<file path="src/rtl/fp_mul_sched.sv">
// Round-robin scheduler sharing one LAT-cycle floating-point multiplier among NREQ requesters.
// Results are tagged with their requester and queued in a credit-protected FIFO.
module fp_mul_sched #(
    parameter int NREQ  = 4,
    parameter int LAT   = 4,
    parameter int DEPTH = 8
) (
    input  logic                     clk,
    input  logic                     reset,
    input  logic [NREQ-1:0]          req_valid,
    output logic [NREQ-1:0]          req_ready,
    input  logic [NREQ*32-1:0]       req_a,
    input  logic [NREQ*32-1:0]       req_b,
    output logic [31:0]              mul_a,
    output logic [31:0]              mul_b,
    input  logic [31:0]              mul_result,
    output logic                     rsp_valid,
    output logic [$clog2(NREQ)-1:0]  rsp_id,
    output logic [31:0]              rsp_data,
    input  logic                     rsp_ready,
    output logic                     busy
);

    localparam int IDW = $clog2(NREQ);
    localparam int PW  = $clog2(DEPTH);
    localparam int CW  = $clog2(DEPTH + 1) + 1;

    logic              issue_valid;
    logic [IDW-1:0]    issue_tag;
    logic [LAT-1:0]    pipe_valid;
    logic [IDW-1:0]    pipe_tag [LAT];
    logic [IDW-1:0]    fifo_id [DEPTH];
    logic [31:0]       fifo_data [DEPTH];
    logic [PW-1:0]     wr_ptr;
    logic [PW-1:0]     rd_ptr;
    logic [CW-1:0]     occupancy;
    logic [IDW-1:0]    last_grant;

    logic              push;
    logic              pop;
    logic              accept;
    logic [CW-1:0]     credit;
    logic              has_credit;
    logic              grant_any;
    logic [IDW-1:0]    grant_idx;
    logic [IDW-1:0]    cand;

    assign rsp_valid = (occupancy != '0);
    assign pop       = rsp_valid & rsp_ready;
    assign push      = pipe_valid[LAT-1];
    assign accept    = |req_ready;
    assign busy      = issue_valid | (|pipe_valid) | rsp_valid;
    assign rsp_id    = rsp_valid ? fifo_id[rd_ptr] : '0;
    assign rsp_data  = rsp_valid ? fifo_data[rd_ptr] : '0;

    // Every operation from issue to pop holds one credit, so the FIFO can never overflow.
    always_comb begin
        credit = CW'(issue_valid) + occupancy;
        for (int k = 0; k < LAT; k++) begin
            credit = credit + CW'(pipe_valid[k]);
        end
        has_credit = (credit - CW'(pop)) < CW'(DEPTH);

        grant_any = 1'b0;
        grant_idx = '0;
        cand      = '0;
        for (int k = 1; k <= NREQ; k++) begin
            cand = IDW'((int'(last_grant) + k) % NREQ);
            if (!grant_any && req_valid[cand]) begin
                grant_any = 1'b1;
                grant_idx = cand;
            end
        end

        req_ready = '0;
        if (grant_any && has_credit && !reset) begin
            req_ready[grant_idx] = 1'b1;
        end
    end

    always_ff @(posedge clk or posedge reset) begin
        if (reset) begin
            issue_valid <= 1'b0;
            issue_tag   <= '0;
            mul_a       <= '0;
            mul_b       <= '0;
            pipe_valid  <= '0;
            for (int k = 0; k < LAT; k++) begin
                pipe_tag[k] <= '0;
            end
            wr_ptr      <= '0;
            rd_ptr      <= '0;
            occupancy   <= '0;
            last_grant  <= IDW'(NREQ - 1);
        end else begin
            issue_valid <= accept;
            if (accept) begin
                issue_tag  <= grant_idx;
                mul_a      <= req_a[grant_idx*32 +: 32];
                mul_b      <= req_b[grant_idx*32 +: 32];
                last_grant <= grant_idx;
            end

            // Tags only move alongside a valid bit so an idle pipe stays frozen.
            pipe_valid[0] <= issue_valid;
            if (issue_valid) begin
                pipe_tag[0] <= issue_tag;
            end
            for (int k = 1; k < LAT; k++) begin
                pipe_valid[k] <= pipe_valid[k-1];
                if (pipe_valid[k-1]) begin
                    pipe_tag[k] <= pipe_tag[k-1];
                end
            end

            if (push) begin
                wr_ptr <= (wr_ptr == PW'(DEPTH - 1)) ? '0 : wr_ptr + PW'(1);
            end
            if (pop) begin
                rd_ptr <= (rd_ptr == PW'(DEPTH - 1)) ? '0 : rd_ptr + PW'(1);
            end
            occupancy <= occupancy + CW'(push) - CW'(pop);
        end
    end

    always_ff @(posedge clk) begin
        if (push) begin
            fifo_id[wr_ptr]   <= pipe_tag[LAT-1];
            fifo_data[wr_ptr] <= mul_result;
        end
    end

endmodule

</file>
<file path="config.mk">
export PLATFORM = sky130hd
export DESIGN_NAME = fp_mul_sched
export DESIGN_NICKNAME = d
export VERILOG_FILES = /design/src/rtl/fp_mul_sched.sv
export SDC_FILE = /design/constraint.sdc
export NUM_CORES = 1
export LEC_CHECK = 0
export CELL_PAD_IN_SITES_DETAIL_PLACEMENT = 2
export CELL_PAD_IN_SITES_GLOBAL_PLACEMENT = 2
export CORE_MARGIN = 2
export CORE_UTILIZATION = 35
export CTS_CLUSTER_DIAMETER = 40
export DETAILED_ROUTE_END_ITERATION = 7
export PLACE_DENSITY = 0.91
export SLEW_MARGIN = 10
export SYNTH_ARGS = -nofsm -noshare
export SYNTH_HDL_FRONTEND = slang
export SYNTH_SLANG_ARGS = --single-unit
</file>
<file path="constraint.sdc">
create_clock -name clk -period 7.81 [get_ports clk]
set_input_delay 1.562 -clock clk [delete_from_list [all_inputs] [get_ports clk]]
set_output_delay 1.562 -clock clk [all_outputs]
set_load 0.05 [all_outputs]
</file>
==> results of run 1 <==
metrics by stage:
stage / instance area [sq um] / setup slack, ns / std cells / hold WS, ns / util, %
5_1_grt: 22100 / 0.689 / 2013 / 0.491 / 50.1
2_1_floorplan: 15500 / 1.75 / 956 / 0.428 / -
4_1_cts: 22000 / 0.921 / 2001 / 0.487 / 50.1
3_3_place_gp: 20100 / 1.06 / 1900 / 0.452 / 45.7
6_report: 22100 / 0.956 / 2014 / 0.477 / 50.1
3_5_place_dp: 20100 / 0.889 / 1900 / 0.474 / 45.7
report_power, final:
group | switching, mW | leakage [nW] | internal, mW
combinational | 2.80 | 3.42 | 1.62
clock | 0.978 | 0.916 | 1.58
sequential | 0.322 | 3.59 | 2.43
metal layers:
| layer | vias up | global-route usage (%) | wire length, microns |
|---|---|---|---|
| li1 | 4652 | - | - |
| met1 | 5759 | 28.6 | 21600 |
| met2 | 479 | 48.4 | 32300 |
| met3 | 114 | 6.27 | 3900 |
| met4 | 6 | 12.5 | 2970 |
| met5 | - | 0 | 41 |
synthesized netlist by cell type (all sizes together) (6+ instances only):
library cell	count	area, sq um
inv	25	93.8
mux4	68	1530
o21ai	68	340
edfxtp	272	8170
a21boi	67	503
buf	41	290
nor2	46	173
nor2b	6	37.5
clkbuf	27	101
ha	18	225
mux2	12	135
a222oi	64	641
a21oi	7	35.0
dfrtp	90	2250
nand2	73	274
mux2i	35	350
registers in the layout, summed over array words and instances, names as in the netlist, 4 cells and up:
signal and cells:
fifo_data 256, mul_a 32, mul_b 32, occupancy 5, fifo_id 16, pipe_valid 4, pipe_tag 8
worst reg2reg max path: stages (launching register included):
cell	delay, ns
dfrtp_1	0.43
inv_1	0.11
ha_1	0.16
nor4b_4	0.27
inv_1	0.10
nand2_1	0.18
inv_1	0.10
ha_1	0.29
fa_1	0.45
fa_1	0.38
inv_1	0.07
ha_1	0.22
nand4b_1	0.11
a21boi_0	0.15
o211ai_4	0.43
buf_4	0.85
o21ai_0	0.40
kinds of logic after synthesis:
kind of cell	share of synthesized area, %
fa+ha+maj	1.96
flops	67.3
mux	13.0
compound gates	10.3
xor+xnor	0.475
buf+inv	3.12
simple gates	3.77
final timing paths:
| path | cells past startpoint | end |
|---|---|---|
| min in group asynchronous | 2 | rd_ptr[1]$_DFFE_PP0P_ |
| worst min-delay path | 0 | pipe_valid[0]$_DFF_PP0_ |
| max in group asynchronous | 3 | mul_a[30]$_DFFE_PP0P_ |
| worst max register to register | 16 | mul_a[23]$_DFFE_PP0P_ |
| worst max-delay path | 13 | req_ready[3] |
| worst min register to register | 0 | pipe_valid[0]$_DFF_PP0_ |
cell type report:
class | instances | area [sq um] | share of cell area, %
flip-flops and latches | 364 | 10500 | 47.5
multi-input cells | 499 | 4680 | 21.2
repair buffers | 420 | 4150 | 18.8
clock buffers | 69 | 1490 | 6.76
well taps | 592 | 741 | 3.36
clock inverters | 32 | 409 | 1.85
inverters | 25 | 96.3 | 0.436
diodes | 13 | 32.5 | 0.147
==> impl.org, run 1 <==
** Outcome
- The flow ran to the end, but the final reports show violations.
- The checks that failed: DRC.

** Clock tree
- Post-CTS setup buffers :: 0
- Root buffer cell :: clkbuf_16
- Number of buffers inserted for hold repair after clock tree synthesis :: 0
- The number of gates resized after CTS was 0.
- In this run, CTS created clock tree buffers numbering 55.
- TritonCTS clock tree :: built
- Clock latency on the worst-skew pair :: 0.62 ns
- Clock sink count :: 364
- Clock slew at the register clock pins of the worst setup and hold paths :: 0.05 ns
- Largest buffer count on any clock path :: 3
- H-tree depth :: 2

** Routing
- In this run the remaining antenna-violating nets after routing total 0.
- For this block, the routed nets add up to 60.8 mm of wire.
- For this run, the detailed router's first-pass iteration total came to 8.
- Detailed routing inserted a total of 11,000 vias.
- After detailed routing, the average wire length per cell comes to 30.2 microns.
- After detailed routing, the number of remaining DRC violations is 15.
- After detailed routing, the number of vias per cell comes to 5.47.
- For this block, the initial DRC count from the detailed router was 890.

** Layout
- Most frequent cells in the layout :: clkdlybuf4s50_1 (398), edfxtp_1 (272), dfrtp_1 (87), nand2_1 (73), mux4_2 (68)
- From synthesis to final layout, the design area changed by 42.0%.
- In the final layout, the share of cells above drive strength 1 is 15.0%.
- Final net count :: 1,682
- The filler cells instantiated in the layout total 4,062.
- Most frequent standard cell in the layout excluding fill and tap cells :: clkdlybuf4s50_1

** Power and ir drop
- Power spread over the standard cell area amounts to 441 nW/um^2.
- The worst-case IR drop observed on VDD is 0.318 mV.
- After layout, the design draws a total of 9.73 mW.
- Leakage dissipation :: 7.93 nW

** Critical path
- Critical-path top delay cell :: clkdlybuf4s50_1
- Critical path endpoint category :: primary output
- The largest single stage delay on the critical path is 0.85 ns.
- Along the worst path, the maximum fanout reaches 8.
- Worst setup path startpoint :: rsp_ready
- The critical path contains buffers and inverters numbering 4 combined.
- The cell family contributing the most delay on the critical path is buffers and inverters.
- Setup slack on the worst reg-to-reg path comes out at 2.89 ns.
- The worst register-to-register path begins at occupancy[3]$_DFF_PP0_.
- Series of cell instances along the critical path :: clkdlybuf4s50_1 -> nand2_1 -> inv_1 -> ha_1 -> fa_1 -> fa_1 -> inv_1 -> ha_1 -> nand4b_1 -> a21boi_0 -> o211ai_4 -> nor2b_1 -> clkdlybuf4s50_1
- Data arrival time at the worst-slack endpoint :: 5.29 ns
- Crit path launch type :: primary input
- Data on the critical path is required at its endpoint by 6.25 ns.
- Worst Setup Path Type :: primary input to primary output

** Synth
- Total of flip-flops plus latches after synthesis :: 364
- In this run the cell area of the synthesized design comes to 15,500 sq um.
- Yosys printed 0 warnings.
- The number of nets handed over by synthesis was 1,273.
- Counting flops with a built-in enable in the synthesized netlist gives 272.
- Synthesized instance count :: 956
- The synthesized netlist contains 45 unique library cells.
- After synthesis, flip-flops and latches occupy 67.3% of the total area.
- Among all flip-flop cells after synthesis, the most frequent one is edfxtp_1.
- Counting flops with an async set or reset pin after synthesis yields a share of 25.3%.
- Avg Cell Area, Syn :: 16.3 sq um

** Timing
- After layout, the worst path uses 87.8% of the clock period.
- Final Critical Period :: 6.85 ns
- Final number of hold-violating endpoints :: 0
- The clock arrives with 0.0347 ns of skew.
- The count of final max-slew check failures came to 0.
- Setup repair after global routing left no endpoint under its margin.
- Based on the critical path, the design can be clocked at up to 0.146 GHz.
- For the final routed database, the setup TNS stands at 0 ns.
- Number of setup violations in the final report :: 0
- Worst Tran Pin Value :: 1.07 ns
- In this run the tightest slew margin relative to its limit is 28.5%.

** Global route
- Entering global routing, the biggest net connects 106 pins.
- First-pass GRT wire length :: 88.8 mm
- Global routing consumed, over all layers together, 26.4% of the routing resources.
- The number of antenna violations at the first check in global routing came to 17.
- Via count of the first global-routing pass :: 12,600
- Aggregate global routing overflow :: 0

** Placement
- Weighted congestion reported at the end of routability-driven placement :: 0.870
- During placement, the flow inserted port buffers numbering 398.
- The HPWL after detailed placement is 41.5 mm.

** Floorplan
- Initial core utilization :: 35.3%
- Die Width :: 215 microns
- Die Ht :: 215 microns
- Total die area :: 46,100 sq um
- 399 I/O pins were placed.
- Number of standard-cell rows in the floorplan :: 77
- Core region area :: 44,000 sq um

** Worst hold path
- Worst hold path startpoint :: issue_valid$_DFF_PP0_
- In this run the worst hold path is classified as flip-flop to flip-flop.

** Run
- Max-cap violations in this run came to 0.
No activity file was read; power rests on OpenSTA's default activity.
==> run 2, diff against run 1 <==
PLACE_DENSITY = 0.93   (was 0.91)
==> impl.org, run 2 (same netlist as run 1, synthesis figures left out) <==
** Power and ir drop
- Internal power :: 5.60 mW (-0.59%)
- Proportion of total power due to net switching :: 43.6% (+1.5 points)
- Power Density :: 449 nW/um^2 (+1.8%)
- The cell leakage power was 7.97 nW (+0.44%).
- Relative contribution of sequential cells to total power :: 27.4% (-0.9 points)
- Clock Power Share :: 26.0% (-0.3 points)
- The logic gate share of total power is 46.6% (+1.2 points).
- The maximum VDD drop came to 0.284 mV (-11%).
- The net switching power is 4.33 mW (+5.7%).
- The total design power is 9.93 mW (+2.1%).

** Layout
- Compared with the post-synthesis result, the final layout area differs by 42.3%.
- The largest registers in the layout are fifo_data: 256 flops, mul_a: 32 flops, mul_b: 32 flops.
- Final net count :: 1,684 (+0.12%)
- Register with the most flip-flops :: fifo_data
- Leaving out fill and tap cells, the most frequent cell in the layout is clkdlybuf4s50_1.
- The final non-filler cell area came to 22,100 sq um (+0.25%).
- Layout fillers :: 4,065 (+0.074%)
- Leaving out fill and tap cells, the most frequent cells in the layout are clkdlybuf4s50_1 (395), edfxtp_1 (272), dfrtp_1 (87), nand2_1 (73), mux4_2 (68).
- Max FFs per register :: 256 (unchanged)
- The share of post-route cells with drive strength above 1 came to 15.7% (+0.77 points).

** Critical path
- Worst r2r src :: occupancy[3]$_DFF_PP0_
- The worst setup path is captured at a primary output.
- Worst Setup Path Type :: flip-flop to primary output
- In this run the critical register-to-register path is captured at mul_a[18]$_DFFE_PP0P_.
- Data arrival time at the worst-slack endpoint :: 5.53 ns (+0.24 ns)
- The setup slack of the most critical reg-to-reg path is 2.09 ns (-0.80 ns).
- The required time of the critical path came to 6.25 ns (about the same).
- Depth of the most critical reg-to-reg path :: 18 (+2)
- Max Fanout on Critical Path :: 36 (+28)
- Crit path launch type :: flip-flop

** Worst hold path
- The worst hold path begins at pipe_valid[2]$_DFF_PP0_.
- End point of the most critical hold path :: pipe_valid[3]$_DFF_PP0_
- The path class of the tightest hold or removal check is flip-flop to flip-flop.
- Worst hold path stage count :: 0 (unchanged)

** Timing
- The measured slew at the worst slew-check pin was 0.840 ns (-0.232 ns).
- Sum Neg Setup Slack :: 0 ns (unchanged)
- The final worst-path cycle share came to 90.8% (+3.0 points).
- Final Critical Period :: 7.09 ns (+0.235 ns)
- The least setup slack across all paths after layout is 0.722 ns (-0.235 ns).
- The clock tree skew after final layout is 0.0689 ns (+0.0342 ns).
- The fmax was 0.141 GHz (-3.3%).
- Worst max-slew margin expressed relative to the limit :: 44.0% (+15 points)
- Pins Over Slew Limit :: 0 (unchanged)
- The final setup violation count came to 0 (unchanged).
- Final number of hold-violating endpoints :: 0 (unchanged)
- Unrepaired setup endpoints after global routing :: false

** Placement
- Port Buffer Count :: 398 (unchanged)
- The post-detailed-placement half-perimeter wirelength came to 42.8 mm (+2.9%).
- Weighted congestion reported at the end of routability-driven placement :: 0.907 (+4.2%)
- Worst setup slack before clock tree synthesis :: 1.05 ns (+0.166 ns)
- The cell area after placement is 20,100 sq um (about the same).

** Global route
- The via count of the first global-routing pass is 12,800 (+1.3%).
- Overall track demand over capacity in global routing :: 27.9% (+1.4 points)
- Aggregate global routing overflow :: 0 (unchanged)
- The maximum number of pins on one net before global-route repair was 78 (-26%).
- First-pass GRT wire length :: 92.6 mm (+4.3%)
- Initial antenna violation count :: 24 (+7)

** Clock tree
- The H-tree depth is 2 (unchanged).
- TritonCTS built the clock tree.
- Clock latency on the worst-skew pair :: 0.65 ns (+0.03 ns)
- Number of buffers added by the clock tree synthesis step :: 58 (+5.5%)
- The number of sinks on the clock net was 364 (unchanged).
- The register clock-pin slew on the reported worst setup and hold paths was 0.06 ns (about the same).
- The tree is rooted in a clkbuf_16.
- The setup fix buffers added after clock tree synthesis is 0 (unchanged).
- Number of buffers inserted for hold repair after clock tree synthesis :: 0 (unchanged)
- The maximum buffer depth of the clock tree was 3 (unchanged).
- Number of gates given a new drive strength after cts :: 0 (unchanged)

** Routing
- Remaining routing DRC violations :: 1 (-14)
- The number of vias per cell came to 5.57 (+1.9%).
- Routed wirelength normalized by instance count :: 32.9 microns (+9.1%)
- Detailed Routing Iterations Pass 1 :: 8 (unchanged)
- Final wirelength :: 66.9 mm (+10%)
- The remaining antenna violation count was 0 (unchanged).
- Vias :: 11,300 (+2.8%)
- Number of DRC markers in iteration 0 :: 1,127 (+27%)

** Outcome
- Status :: finished, violations left
- The checks that failed: DRC.

** Floorplan
- Total die area :: 46,100 sq um (unchanged)
- The placement row count came to 77 (unchanged).
- The die boundary height came to 215 microns (unchanged).
- Top-level port count :: 399 (unchanged)
- Die Width :: 215 microns (unchanged)
- Initial core utilization :: 35.3% (unchanged)
- The core region area was 44,000 sq um (unchanged).

** Run
- Number of violations of the max-capacitance limit :: 0 (unchanged)
run 2: cell count changes in the layout (fill, tap and decap cells not counted), moves of 2 or more:
cell,previous run,this run
buf_4,22,24
clkinv_4,3,5
clkbuf_1,11,7
clkinv_2,4,11
clkinv_16,0,2
clkinv_1,2,4
clkbuf_8,0,6
bufinv_16,6,3
clkdlybuf4s50_1,398,395
diode_2,13,24
run 2: power groups by stage:
stage          clock network [mW]  registers [mW]  logic (mW)
2_1_floorplan                   0            3.10        2.56
3_3_place_gp                    0            2.68        4.18
3_5_place_dp                    0            2.73        4.46
4_1_cts                      2.63            2.72        4.58
5_1_grt                      2.71            2.76        4.87
6_report                     2.58            2.72        4.63
run 2: layer usage:
metal	global-route usage [%]	wire, microns
met1	29.7	22800
met2	50.8	35500
met3	7.45	4880
met4	13.7	3730
met5	0	0
run 2: worst max-delay path by stage:
stage	to	depth (start not counted)	from	slack (ns)
after floorplan	req_ready[0]	17	occupancy[3]$_DFF_PP0_	1.75
after global placement	req_ready[2]	13	rsp_ready	1.22
after detailed placement	req_ready[2]	13	rsp_ready	1.05
after CTS	req_ready[2]	17	occupancy[3]$_DFF_PP0_	0.65
after global routing	req_ready[2]	17	occupancy[3]$_DFF_PP0_	0.46
final	req_ready[2]	17	occupancy[3]$_DFF_PP0_	0.72
run 2: layout make-up:
cell class | count | area [sq um] | share of cell area, %
clock inverters | 38 | 384 | 1.74
inverters | 25 | 96.3 | 0.435
flip-flops and latches | 364 | 10500 | 47.3
repair buffers | 419 | 4130 | 18.7
clock buffers | 71 | 1560 | 7.05
well taps | 592 | 741 | 3.35
multi-input cells | 499 | 4680 | 21.1
diodes | 24 | 60.1 | 0.271
run 2: per-stage QoR:
stage	hold WS [ns]	utilization [%]	instances
after floorplan	0.428	-	956
after global placement	0.451	45.7	1899
after detailed placement	0.458	45.7	1899
after CTS	0.460	50.1	2008
after global routing	0.455	50.3	2032
final	0.450	50.3	2032
run 2: critical path, stage by stage (launching register included):
cell and delay [ns]:
dfrtp_1 0.44, inv_1 0.13, ha_1 0.15, nor4b_4 0.20, buf_4 0.48, inv_1 0.16
nand2_1 0.20, inv_1 0.11, ha_1 0.33, fa_1 0.47, fa_1 0.38, inv_1 0.08
ha_1 0.14, nand4b_1 0.12, a21boi_0 0.36, o211ai_4 0.13, nor2b_1 0.13, clkdlybuf4s50_1 0.86
